[src/rtl/tetris_move_sequencer_if.sv]
// Command and datapath bundle between the move sequencer (master) and the game environment (slave).
interface tetris_move_sequencer_if #(
    parameter int WIDTH = 8
);
    logic             cmd_valid;
    logic [1:0]       cmd_code;
    logic             cmd_ready;
    logic             act_valid;
    logic [2:0]       action;
    logic [WIDTH-1:0] row_addr;
    logic             act_done;
    logic             is_move;
    logic             row_full;
    logic             spawn_blocked;
    logic [WIDTH-1:0] lines_cleared;
    logic             busy;
    logic             game_over;

    modport master (
        input  cmd_valid, cmd_code, act_done, is_move, row_full, spawn_blocked,
        output cmd_ready, act_valid, action, row_addr, lines_cleared, busy, game_over
    );

    modport slave (
        output cmd_valid, cmd_code, act_done, is_move, row_full, spawn_blocked,
        input  cmd_ready, act_valid, action, row_addr, lines_cleared, busy, game_over
    );
endinterface

[src/rtl/tetris_move_sequencer.sv]
// Tetris move sequencer: arbitrates gravity vs. player commands, issues one action at a time, scans/clears rows.
// Strobe one cycle after acceptance; one outstanding action, commands held off (cmd_ready=0) until back in IDLE.
module tetris_move_sequencer #(
    parameter int WIDTH          = 8,
    parameter int MEM_HEIGHT     = 6,
    parameter int GRAVITY_PERIOD = 16
) (
    input logic                     clk,
    input logic                     rst,
    tetris_move_sequencer_if.master bus
);

    typedef enum logic [2:0] {
        S_IDLE,
        S_ISSUE,
        S_WAIT,
        S_SCAN,
        S_OVER
    } state_t;

    localparam logic [2:0] A_NONE   = 3'd0;
    localparam logic [2:0] A_LEFT   = 3'd1;
    localparam logic [2:0] A_RIGHT  = 3'd2;
    localparam logic [2:0] A_ROTATE = 3'd3;
    localparam logic [2:0] A_DOWN   = 3'd4;
    localparam logic [2:0] A_LOCK   = 3'd5;
    localparam logic [2:0] A_SPAWN  = 3'd6;
    localparam logic [2:0] A_CLEAR  = 3'd7;

    localparam logic [WIDTH-1:0] GRAV_LAST = WIDTH'(GRAVITY_PERIOD - 1);
    localparam logic [WIDTH-1:0] ROW_TOP   = WIDTH'(MEM_HEIGHT - 1);

    state_t           state_q, state_d;
    logic [2:0]       action_q, action_d;
    logic [WIDTH-1:0] row_addr_q, row_addr_d;
    logic [WIDTH-1:0] lines_q, lines_d;
    logic [WIDTH-1:0] grav_cnt_q, grav_cnt_d;
    logic             grav_pend_q, grav_pend_d;
    logic             act_valid_q, act_valid_d;
    logic             cmd_ready_q, cmd_ready_d;
    logic             busy_q, busy_d;
    logic             game_over_q, game_over_d;
    logic             grav_wrap;

    always_comb begin
        state_d     = state_q;
        action_d    = action_q;
        row_addr_d  = row_addr_q;
        lines_d     = lines_q;
        grav_cnt_d  = grav_cnt_q;
        grav_pend_d = grav_pend_q;
        grav_wrap   = 1'b0;

        if (state_q != S_OVER) begin
            if (grav_cnt_q == GRAV_LAST) begin
                grav_cnt_d = '0;
                grav_wrap  = 1'b1;
            end else begin
                grav_cnt_d = grav_cnt_q + 1'b1;
            end
        end

        case (state_q)
            S_IDLE: begin
                if (grav_pend_q) begin
                    state_d     = S_ISSUE;
                    action_d    = A_DOWN;
                    grav_pend_d = 1'b0;
                end else if (cmd_ready_q && bus.cmd_valid) begin
                    state_d  = S_ISSUE;
                    action_d = {1'b0, bus.cmd_code} + 3'd1;
                end
            end
            // Out of reset act_valid_q is still low, so ISSUE holds one extra cycle to emit the SPAWN strobe.
            S_ISSUE: begin
                if (act_valid_q) begin
                    state_d = S_WAIT;
                end
            end
            S_WAIT: begin
                if (bus.act_done) begin
                    case (action_q)
                        A_LEFT, A_RIGHT, A_ROTATE: begin
                            state_d  = S_IDLE;
                            action_d = A_NONE;
                        end
                        A_DOWN: begin
                            if (bus.is_move) begin
                                state_d  = S_IDLE;
                                action_d = A_NONE;
                            end else begin
                                state_d  = S_ISSUE;
                                action_d = A_LOCK;
                            end
                        end
                        A_LOCK: begin
                            state_d    = S_SCAN;
                            action_d   = A_NONE;
                            row_addr_d = ROW_TOP;
                        end
                        // Rows above slid down into this one, so it is scanned again.
                        A_CLEAR: begin
                            state_d  = S_SCAN;
                            action_d = A_NONE;
                            if (lines_q != '1) begin
                                lines_d = lines_q + 1'b1;
                            end
                        end
                        A_SPAWN: begin
                            state_d  = bus.spawn_blocked ? S_OVER : S_IDLE;
                            action_d = A_NONE;
                        end
                        default: begin
                            state_d  = S_IDLE;
                            action_d = A_NONE;
                        end
                    endcase
                end
            end
            S_SCAN: begin
                if (bus.row_full) begin
                    state_d  = S_ISSUE;
                    action_d = A_CLEAR;
                end else if (row_addr_q != '0) begin
                    row_addr_d = row_addr_q - 1'b1;
                end else begin
                    state_d  = S_ISSUE;
                    action_d = A_SPAWN;
                end
            end
            S_OVER: begin
                state_d = S_OVER;
            end
            default: begin
                state_d  = S_IDLE;
                action_d = A_NONE;
            end
        endcase

        // A wrap while a tick is already pending collapses into it.
        if (grav_wrap) begin
            grav_pend_d = 1'b1;
        end

        act_valid_d = (state_d == S_ISSUE);
        cmd_ready_d = (state_d == S_IDLE) && !grav_pend_d;
        busy_d      = (state_d != S_IDLE) && (state_d != S_OVER);
        game_over_d = (state_d == S_OVER);
    end

    always_ff @(posedge clk or posedge rst) begin
        if (rst) begin
            state_q     <= S_ISSUE;
            action_q    <= A_SPAWN;
            row_addr_q  <= '0;
            lines_q     <= '0;
            grav_cnt_q  <= '0;
            grav_pend_q <= 1'b0;
            act_valid_q <= 1'b0;
            cmd_ready_q <= 1'b0;
            busy_q      <= 1'b1;
            game_over_q <= 1'b0;
        end else begin
            state_q     <= state_d;
            action_q    <= action_d;
            row_addr_q  <= row_addr_d;
            lines_q     <= lines_d;
            grav_cnt_q  <= grav_cnt_d;
            grav_pend_q <= grav_pend_d;
            act_valid_q <= act_valid_d;
            cmd_ready_q <= cmd_ready_d;
            busy_q      <= busy_d;
            game_over_q <= game_over_d;
        end
    end

    assign bus.cmd_ready     = cmd_ready_q;
    assign bus.act_valid     = act_valid_q;
    assign bus.action        = action_q;
    assign bus.row_addr      = row_addr_q;
    assign bus.lines_cleared = lines_q;
    assign bus.busy          = busy_q;
    assign bus.game_over     = game_over_q;

endmodule

[src/flat_wrapper.sv]
// flat-port wrapper written by rule: the top's interface ports become plain ports
module tetris_move_sequencer_flat 
#(
    parameter int WIDTH          = 8,
    parameter int MEM_HEIGHT     = 6,
    parameter int GRAVITY_PERIOD = 16
)
  (clk, rst, bus_cmd_valid, bus_cmd_code, bus_act_done, bus_is_move, bus_row_full, bus_spawn_blocked, bus_cmd_ready, bus_act_valid, bus_action, bus_row_addr, bus_lines_cleared, bus_busy, bus_game_over);
  tetris_move_sequencer_if #(.WIDTH(WIDTH)) bus_i ();
  input logic clk;
  input logic rst;
  input wire logic [$bits(bus_i.cmd_valid)-1:0] bus_cmd_valid;
  input wire logic [$bits(bus_i.cmd_code)-1:0] bus_cmd_code;
  input wire logic [$bits(bus_i.act_done)-1:0] bus_act_done;
  input wire logic [$bits(bus_i.is_move)-1:0] bus_is_move;
  input wire logic [$bits(bus_i.row_full)-1:0] bus_row_full;
  input wire logic [$bits(bus_i.spawn_blocked)-1:0] bus_spawn_blocked;
  output wire logic [$bits(bus_i.cmd_ready)-1:0] bus_cmd_ready;
  output wire logic [$bits(bus_i.act_valid)-1:0] bus_act_valid;
  output wire logic [$bits(bus_i.action)-1:0] bus_action;
  output wire logic [$bits(bus_i.row_addr)-1:0] bus_row_addr;
  output wire logic [$bits(bus_i.lines_cleared)-1:0] bus_lines_cleared;
  output wire logic [$bits(bus_i.busy)-1:0] bus_busy;
  output wire logic [$bits(bus_i.game_over)-1:0] bus_game_over;
  assign bus_i.cmd_valid = bus_cmd_valid;
  assign bus_i.cmd_code = bus_cmd_code;
  assign bus_i.act_done = bus_act_done;
  assign bus_i.is_move = bus_is_move;
  assign bus_i.row_full = bus_row_full;
  assign bus_i.spawn_blocked = bus_spawn_blocked;
  assign bus_cmd_ready = bus_i.cmd_ready;
  assign bus_act_valid = bus_i.act_valid;
  assign bus_action = bus_i.action;
  assign bus_row_addr = bus_i.row_addr;
  assign bus_lines_cleared = bus_i.lines_cleared;
  assign bus_busy = bus_i.busy;
  assign bus_game_over = bus_i.game_over;
  tetris_move_sequencer #(.WIDTH(WIDTH), .MEM_HEIGHT(MEM_HEIGHT), .GRAVITY_PERIOD(GRAVITY_PERIOD)) u_core (.clk(clk), .rst(rst), .bus(bus_i));
endmodule
[config.mk]
export PLATFORM = sky130hd
export DESIGN_NAME = tetris_move_sequencer_flat
export DESIGN_NICKNAME = d
export VERILOG_FILES = /design/src/rtl/tetris_move_sequencer_if.sv /design/src/rtl/tetris_move_sequencer.sv /design/src/flat_wrapper.sv
export SDC_FILE = /design/constraint.sdc
export NUM_CORES = 1
export LEC_CHECK = 0
export ABC_CLOCK_PERIOD_IN_PS = 2500
export BUFFER_PORTS_ARGS = -buffer_cell sky130_fd_sc_hd__buf_2
export CAP_MARGIN = 20
export CORE_UTILIZATION = 55
export DETAILED_ROUTE_END_ITERATION = 6
export PLACE_DENSITY = 0.79
export SKIP_LAST_GASP = 1
export SYNTH_ARGS = -nofsm -noshare
export SYNTH_HDL_FRONTEND = slang
export SYNTH_SLANG_ARGS = --single-unit
[constraint.sdc]
create_clock -name clk -period 2.5 [get_ports clk]
set_input_delay 0.375 -clock clk [delete_from_list [all_inputs] [get_ports clk]]
set_output_delay 0.375 -clock clk [all_outputs]
set_load 0.1 [all_outputs]
==> results.md, run 1 <==
- Total congestion overflow: 0
- Tmin final: 2.12 ns
- Worst-path cell chain: inv_1, ha_1, nor4b_4, a2111oi_2, buf_4, nor3_2, mux2_2
- Pwr/cell area: 1370 nW/um2
- CTS Buffer Depth: 2
- Clock Skew: 0.0109 ns
- Sequential share of the synthesized area: 48.0%
- Fillers: 267
- Post-CTS setup buffer count: 0
- Fmax: 471 MHz
- Die Height: 59.8 um
- Remaining antenna violation count: 0
- H-Tree Depth: 2
- Largest net degree at the start of global routing: 20
- Clk root buf: clkbuf_4
- Number of global-route vias before repair: 1456
- Syn nets: approximately 190
- Routed vias/inst: 5.80
- Post-synth EDFFs: 0
- Hold buffer count at CTS: 0
- Clock-pin transition on the worst setup and hold timing paths: 0.10 ns
- Hold/Removal Path Class: primary input to async pin
- Drt wl/cell: 15.5 um
- Layout cells sized above 1: 29.2%
- Number of clock sinks: 35
- Drt drc: 0
- Final Max Tran Viols: 0
- Static Leak: just over 1 nW
- FF+latch count, synth: 35
- Max_cap viols: 0
- IO Pins: 32
- Drt total wl: between 3 and 4 mm
- Tcrit/Tclk final: between 80% and 90%
- Clk_lat worst skew: 0.34 ns
- Startpoint type of the worst setup path: register
- Crit end category: register
- Diodes inserted: 0
- CP Class: register to register
- RR Startpoint: u_core.bus.row_addr[0]$_DFFE_PP0P_
- RSZ-0062 raised after global routing: false
- DPL Wire Length: 2.89 mm
- CP required: 2.74 ns
- Slowest-stage cell, CP: dfrtp_2
- Crit path DAT: 2.36 ns
- Full die area: around 3600 um2
- Total GRT Usage: between 20% and 30%
- Critical Path Fanout Max: 5
- Slew headroom: 52.8%
- First-pass GRT wire length: 6.56 mm
- Post-cts resize count: 0
- Slew @ Worst Pin: a little over 0.7 ns
- Cells after Synth: 175
- Final Hold Fails: 0
- CTS tree: built
- RR Endpoint: u_core.bus.action[0]$_DFFE_PP0P_
- Input/output buffers: 31
- Die X: about 60 um
- Yosys cell types: 52
- Final Setup Violations: 0
- Layout area overhead: 14.9%
- YS warnings: 0
- Multi-input gate area: 888 um2
- Asr flop ratio synth: 100%
- Initial Utilization: about 59%
- Initial antenna violation count: 0
- Reg2reg path depth: 7
- Pre-Repair DR Iteration Count: 4
- Num CTS Buffers: 5
- Final Total Pwr: 2.88 mW
- GPL Wtd Cong: 0.844
- Vias: between 1000 and 1500
- Worst path max stage delay: 0.44 ns
- Status: completed
- Register area: 883 um2
- Total core area: 3100 um2
- Cell row count: 20
- Post-synthesis instance area: 1830 um2
- VDD IR max: 847 uV
- R2R Setup Slk: 0.38 ns
- Avg Cell Area, Syn: roughly 10 um2
- Final #Nets: 224
- 1st-iter DRT viols: 69
- Total Neg Setup Slack: 0 ns
- Ys flop type: dfrtp_1
==> routing by layer <==
metal,global-route usage [%],part of all wire [%]
met1,29.9,43
met2,42.7,51
met3,7.36,4.3
met4,11.0,1.9
met5,0,0
==> cell type report <==
cell class,count,share of cell area [%]
Sequential cell,35,41.9
Timing Repair Buffer,34,8.43
Tap cell,44,2.61
Inverter,9,1.60
Clock buffer,8,3.27
Multi-Input combinational cell,126,42.2
==> cell usage in the layout, fill, tap and decap left out, drive strengths merged, types with 2 or more instances in the layout <==
cell,netlist,layout
a31oi,4,4
xnor2,4,4
o21ai,5,5
a41o,2,2
nor3,10,10
nor2,9,9
ha,4,4
dfrtp,31,31
and3,2,2
nand2b,2,2
clkbuf,2,8
xor2,7,7
nand4,2,2
dfstp,4,4
nand3,9,9
a21oi,11,11
nor2b,5,5
nor4b,2,2
nand2,17,17
mux2,6,6
nor4,3,3
buf,3,34
inv,9,9
==> through the flow <==
step | setup slack (ns) | utilization [%] | hold slack [ns] | instances | cell area [um2]
final | 0.378 | 67.9 | 0.128 | 256 | 2110
after global routing | 0.257 | 67.9 | 0.175 | 256 | 2110
after CTS | 0.398 | 67.9 | 0.152 | 256 | 2110
after detailed placement | 0.412 | 65.7 | 0.483 | 248 | 2040
after global placement | 0.487 | 65.7 | 0.478 | 248 | 2040
after floorplan | 0.106 | - | 0.447 | 175 | 1840
==> cell usage after synthesis, types with 2 or more instances <==
cell type	number	area (um2)
nand2b_1	2	12.5
dfrtp_1	31	776
dfstp_2	4	105
xnor2_1	4	35.0
clkbuf_1	2	7.51
nor4_1	2	12.5
mux2_2	5	56.3
o21ai_0	5	25.0
nand2_1	17	63.8
a31oi_1	4	25.0
a21oi_1	10	50.1
nor2_1	9	33.8
nor3_1	9	45.0
ha_1	4	50.1
a41o_1	2	20.0
nor2b_1	5	31.3
inv_1	9	33.8
xor2_1	7	61.3
and3_1	2	12.5
nand4_1	2	12.5
nand3_1	9	45.0
==> cells by family (layout without fill, tap and decap cells) <==
kind of cell               count (synthesis)  in the layout  synth area share (%)
xor gates and xnor gates                  11             11                  5.25
DFF                                       35             35                  48.0
AOI/OAI and AO/OA                         36             36                  14.9
adders and majority gates                  4              4                  2.73
buffers and inverters                     14             51                  3.55
muxes                                      7              7                  4.23
and+or+nand+nor                           68             68                  21.4
==> worst max-delay path: cells and delay by family (launching register included) <==
family          cells  cell delay (ns)
simple gates        2             0.58
flops               1             0.44
mux                 1             0.37
buf+inv             2             0.28
fa+ha+maj           1             0.22
compound gates      1             0.13
==> power by group <==
group	leakage (nW)	total [mW]	switching [mW]	internal, mW
Clock	0.0386	0.346	0.181	0.165
Combinational	0.540	1.55	1.13	0.416
Sequential	0.435	0.985	0.238	0.747
Total	1.01	2.88	1.55	1.33
==> sequential cells by signal (all words and copies together), names as in the netlist <==
name and count:
u_core.grav_cnt_q 8, u_core.bus.lines_cleared 8, u_core.bus.cmd_ready 1, u_core.bus.busy 1, u_core.state_q 3, u_core.bus.row_addr 8, u_core.bus.act_valid 1, u_core.bus.action 3
u_core.grav_pend_q 1, u_core.bus.game_over 1
==> worst max-delay path by stage <==
stage | from | to | slack (ns) | cells after the start
global route | u_core.bus.row_addr[0]$_DFFE_PP0P_ | u_core.bus.action[0]$_DFFE_PP0P_ | 0.26 | 7
finish | u_core.bus.row_addr[0]$_DFFE_PP0P_ | u_core.bus.action[0]$_DFFE_PP0P_ | 0.38 | 7
CTS | u_core.bus.row_addr[0]$_DFFE_PP0P_ | u_core.bus.action[0]$_DFFE_PP0P_ | 0.40 | 7
floorplan | u_core.bus.row_addr[0]$_DFFE_PP0P_ | u_core.bus.row_addr[1]$_DFFE_PP0P_ | 0.11 | 7
global placement | u_core.state_q[0]$_DFF_PP1_ | u_core.bus.row_addr[1]$_DFFE_PP0P_ | 0.49 | 5
detailed placement | u_core.bus.row_addr[0]$_DFFE_PP0P_ | u_core.bus.action[0]$_DFFE_PP0P_ | 0.41 | 7
No activity file was read; power rests on OpenSTA's default activity.
==> run 2, diff against run 1 <==
Settings changed: ABC_CLOCK_PERIOD_IN_PS 2500 to 2000.
Clock period 2.5 ns to 2 ns, I/O delays scaled along.
==> run 2 against run 1 <==
  * Via count grew 1.5%
  * Highest routed layer unchanged
  * Sequential cell count unchanged
  * Worst hold slack got worse by 0.10 ns
  * Count of clock-buffer cells in the layout down 2
  * Combinational power grew 39%
  * Routed wire length shrank 4.1%
  * Critical path depth stayed put
  * Non-clock buffer count rose by 9
==> results.md, run 2 (same netlist as run 1, synthesis figures left out) <==
- Core Util, Final: 71.7% (+3.8 points)
- Layout cells sized above 1: 39.8% (+11 points)
- CP Class: register to register
- CTS tree: built
- Cell row count: 20 (unchanged)
- Diodes inserted: 0 (unchanged)
- Full die area: 3570 um2 (unchanged)
- Tmin final: 1.95 ns (-0.168 ns)
- Hold_ws: 0.0258 ns (-0.102 ns)
- Sequential fraction of design power: 32.1% (-2.1 points)
- Slew headroom: 54.2% (+1.4 points)
- Final Hold Fails: 0 (unchanged)
- First-pass GRT wire length: 6.20 mm (-5.5%)
- Worst setup margin: 0.0454 ns (-0.332 ns)
- Clock Skew: 0.0157 ns (+0.00484 ns)
- Crit path DAT: 2.23 ns (-0.13 ns)
- DPL Wire Length: 2.79 mm (-3.4%)
- Tcrit/Tclk final: 97.7% (+13 points)
- Commonest non-fill, non-tap cell in the layout: buf_2
- Vias: 1508 (+1.5%)
- Pre-CTS WS: -0.0179 ns (-0.430 ns)
- Die X: 59.8 um (unchanged)
- Final Max Tran Viols: 0 (unchanged)
- Commonest cells after routing, fill and taps aside: buf_2, nand2_1, dfrtp_1
- Die Height: 59.8 um (unchanged)
- GPL Wtd Cong: 0.903 (+7.0%)
- H-Tree Depth: 2 (unchanged)
- Drt total wl: 3.81 mm (-4.1%)
- Final Setup Violations: 0 (unchanged)
- Num CTS Buffers: 5 (unchanged)
- CTS Buffer Depth: 2 (unchanged)
- Static Leak: 1.03 nW (+1.7%)
- Finished Cell Area: 2220 um2 (+5.6%)
- Input/output buffers: 31 (unchanged)
- Crit end category: register
- Drt drc: 0 (unchanged)
- Hold/Removal Path Class: primary input to async pin
- Drt wl/cell: 14.4 um (-7.3%)
- Clock-pin transition on the worst setup and hold timing paths: 0.11 ns (about the same)
- Startpoint type of the worst setup path: register
- Layout area overhead: 21.3%
- DP Area: 2150 um2 (+5.5%)
- Number of global-route vias before repair: 1387 (-4.7%)
- VDD IR max: 797 uV (-5.8%)
- Max_cap viols: 0 (unchanged)
- Total core area: 3100 um2 (unchanged)
- Pre-Repair DR Iteration Count: 4 (unchanged)
- Initial antenna violation count: 0 (unchanged)
- 1st-iter DRT viols: 91 (+32%)
- Critical Path Fanout Max: 4 (-1)
- Clk_lat worst skew: 0.34 ns (about the same)
- Switching Share: 53.5% (-0.43 points)
- Slew @ Worst Pin: 0.676 ns (-0.0309 ns)
- Total GRT Usage: 23.7% (-1.6 points)
- Clk pwr share: 9.9% (-2.1 points)
- Total congestion overflow: 0 (unchanged)
- Routed vias/inst: 5.69 (-1.9%)
- Logic pwr share: 58.0% (+4.2 points)
- Status: completed
- Number of clock sinks: 35 (unchanged)
- Fmax: 512 MHz (+8.6%)
- Initial Utilization: 59.1% (unchanged)
- Remaining antenna violation count: 0 (unchanged)
- Pwr/cell area: 1670 nW/um2 (+22%)
- IO Pins: 32 (unchanged)
- Fillers: 253 (-5.2%)
- Largest net degree at the start of global routing: 36 (+80%)
- Internal power: 1.73 mW (+30%)
- RSZ-0062 raised after global routing: true
- Clk root buf: clkbuf_4
- CP required: 2.28 ns (-0.46 ns)
- Switching power: 1.98 mW (+28%)
- Final #Nets: 233 (+4.0%)
-- run 2: cell types whose count changed in the layout (fill, tap and decap cells not counted), moves of 2 or more --
cell and change:
dfrtp_1 -13, dfrtp_2 +11, buf_4 +9, clkbuf_8 -2, dfrtp_4 +2, inv_1 -2
-- run 2: worst paths after layout --
path                                                    startpoint                                      end  slack (ns)  depth (start not counted)
setup / recovery                u_core.bus.row_addr[0]$_DFFE_PP0P_                u_core.bus.busy$_DFF_PP1_        0.05                          7
hold / removal                                                 rst         u_core.grav_cnt_q[3]$_DFFE_PP0N_        0.03                          3
setup reg to reg                u_core.bus.row_addr[0]$_DFFE_PP0P_                u_core.bus.busy$_DFF_PP1_        0.05                          7
hold reg to reg            u_core.bus.lines_cleared[6]$_DFFE_PP0P_  u_core.bus.lines_cleared[6]$_DFFE_PP0P_        0.49                          1
max in group asynchronous                                      rst       u_core.bus.row_addr[0]$_DFFE_PP0P_        1.63                          3
min in group clk                                 bus_spawn_blocked           u_core.bus.game_over$_DFF_PP0_        0.24                          2
-- run 2: per-layer routing --
metal | track usage, % | part of all wire (%) | vias to the layer above
met1 | 29.7 | 45 | 729
met4 | 11.3 | 1.3 | 0
li1 | - | - | 727
met3 | 6.06 | 4.8 | 5
met2 | 38.1 | 49 | 47
met5 | 0 | 0 | -
-- run 2: layout make-up --
type                    instances  area (um2)  area share [%]
clock buffers                   6        41.3            1.86
well taps                      44        55.1            2.47
flip-flops and latches         35         905            40.7
inverters                       9        36.3            1.63
clock inverters                 2        12.5           0.562
repair buffers                 43         245            11.0
multi-input cells             126         930            41.8
-- run 2: stage by stage --
| stage | std cells | power [mW] | TNS [ns] |
|---|---|---|---|
| 2_1_floorplan | 175 | 2.91 | -0.263 |
| 3_3_place_gp | 255 | 3.26 | 0 |
| 6_report | 265 | 3.71 | 0 |
| 4_1_cts | 264 | 3.70 | 0 |
| 3_5_place_dp | 255 | 3.31 | -0.0179 |
| 5_1_grt | 265 | 3.91 | -0.00876 |
-- run 2: power groups by stage --
stage	clock network, mW	registers (mW)	logic, mW
3_3_place_gp	0	1.19	2.07
4_1_cts	0.378	1.19	2.14
6_report	0.367	1.19	2.15
2_1_floorplan	0	2.08	0.838
3_5_place_dp	0	1.20	2.11
5_1_grt	0.411	1.22	2.27
-- run 2: repair_timing --
item                                    CTS  global route
pin swaps                                 0             1
buffers inserted                          1             1
gates resized for setup                   1             0
endpoints found under the setup margin    2             2
gates cloned                              0             0
hold buffers                              0             0
endpoints found under the hold margin     0             0
-- run 2: worst max-delay path, cell delays in order, from the launching register on --
cell,delay [ns]
dfrtp_4,0.50
inv_4,0.07
ha_4,0.12
nor4b_4,0.28
a2111oi_4,0.12
buf_4,0.19
a311o_4,0.40
or2_1,0.21
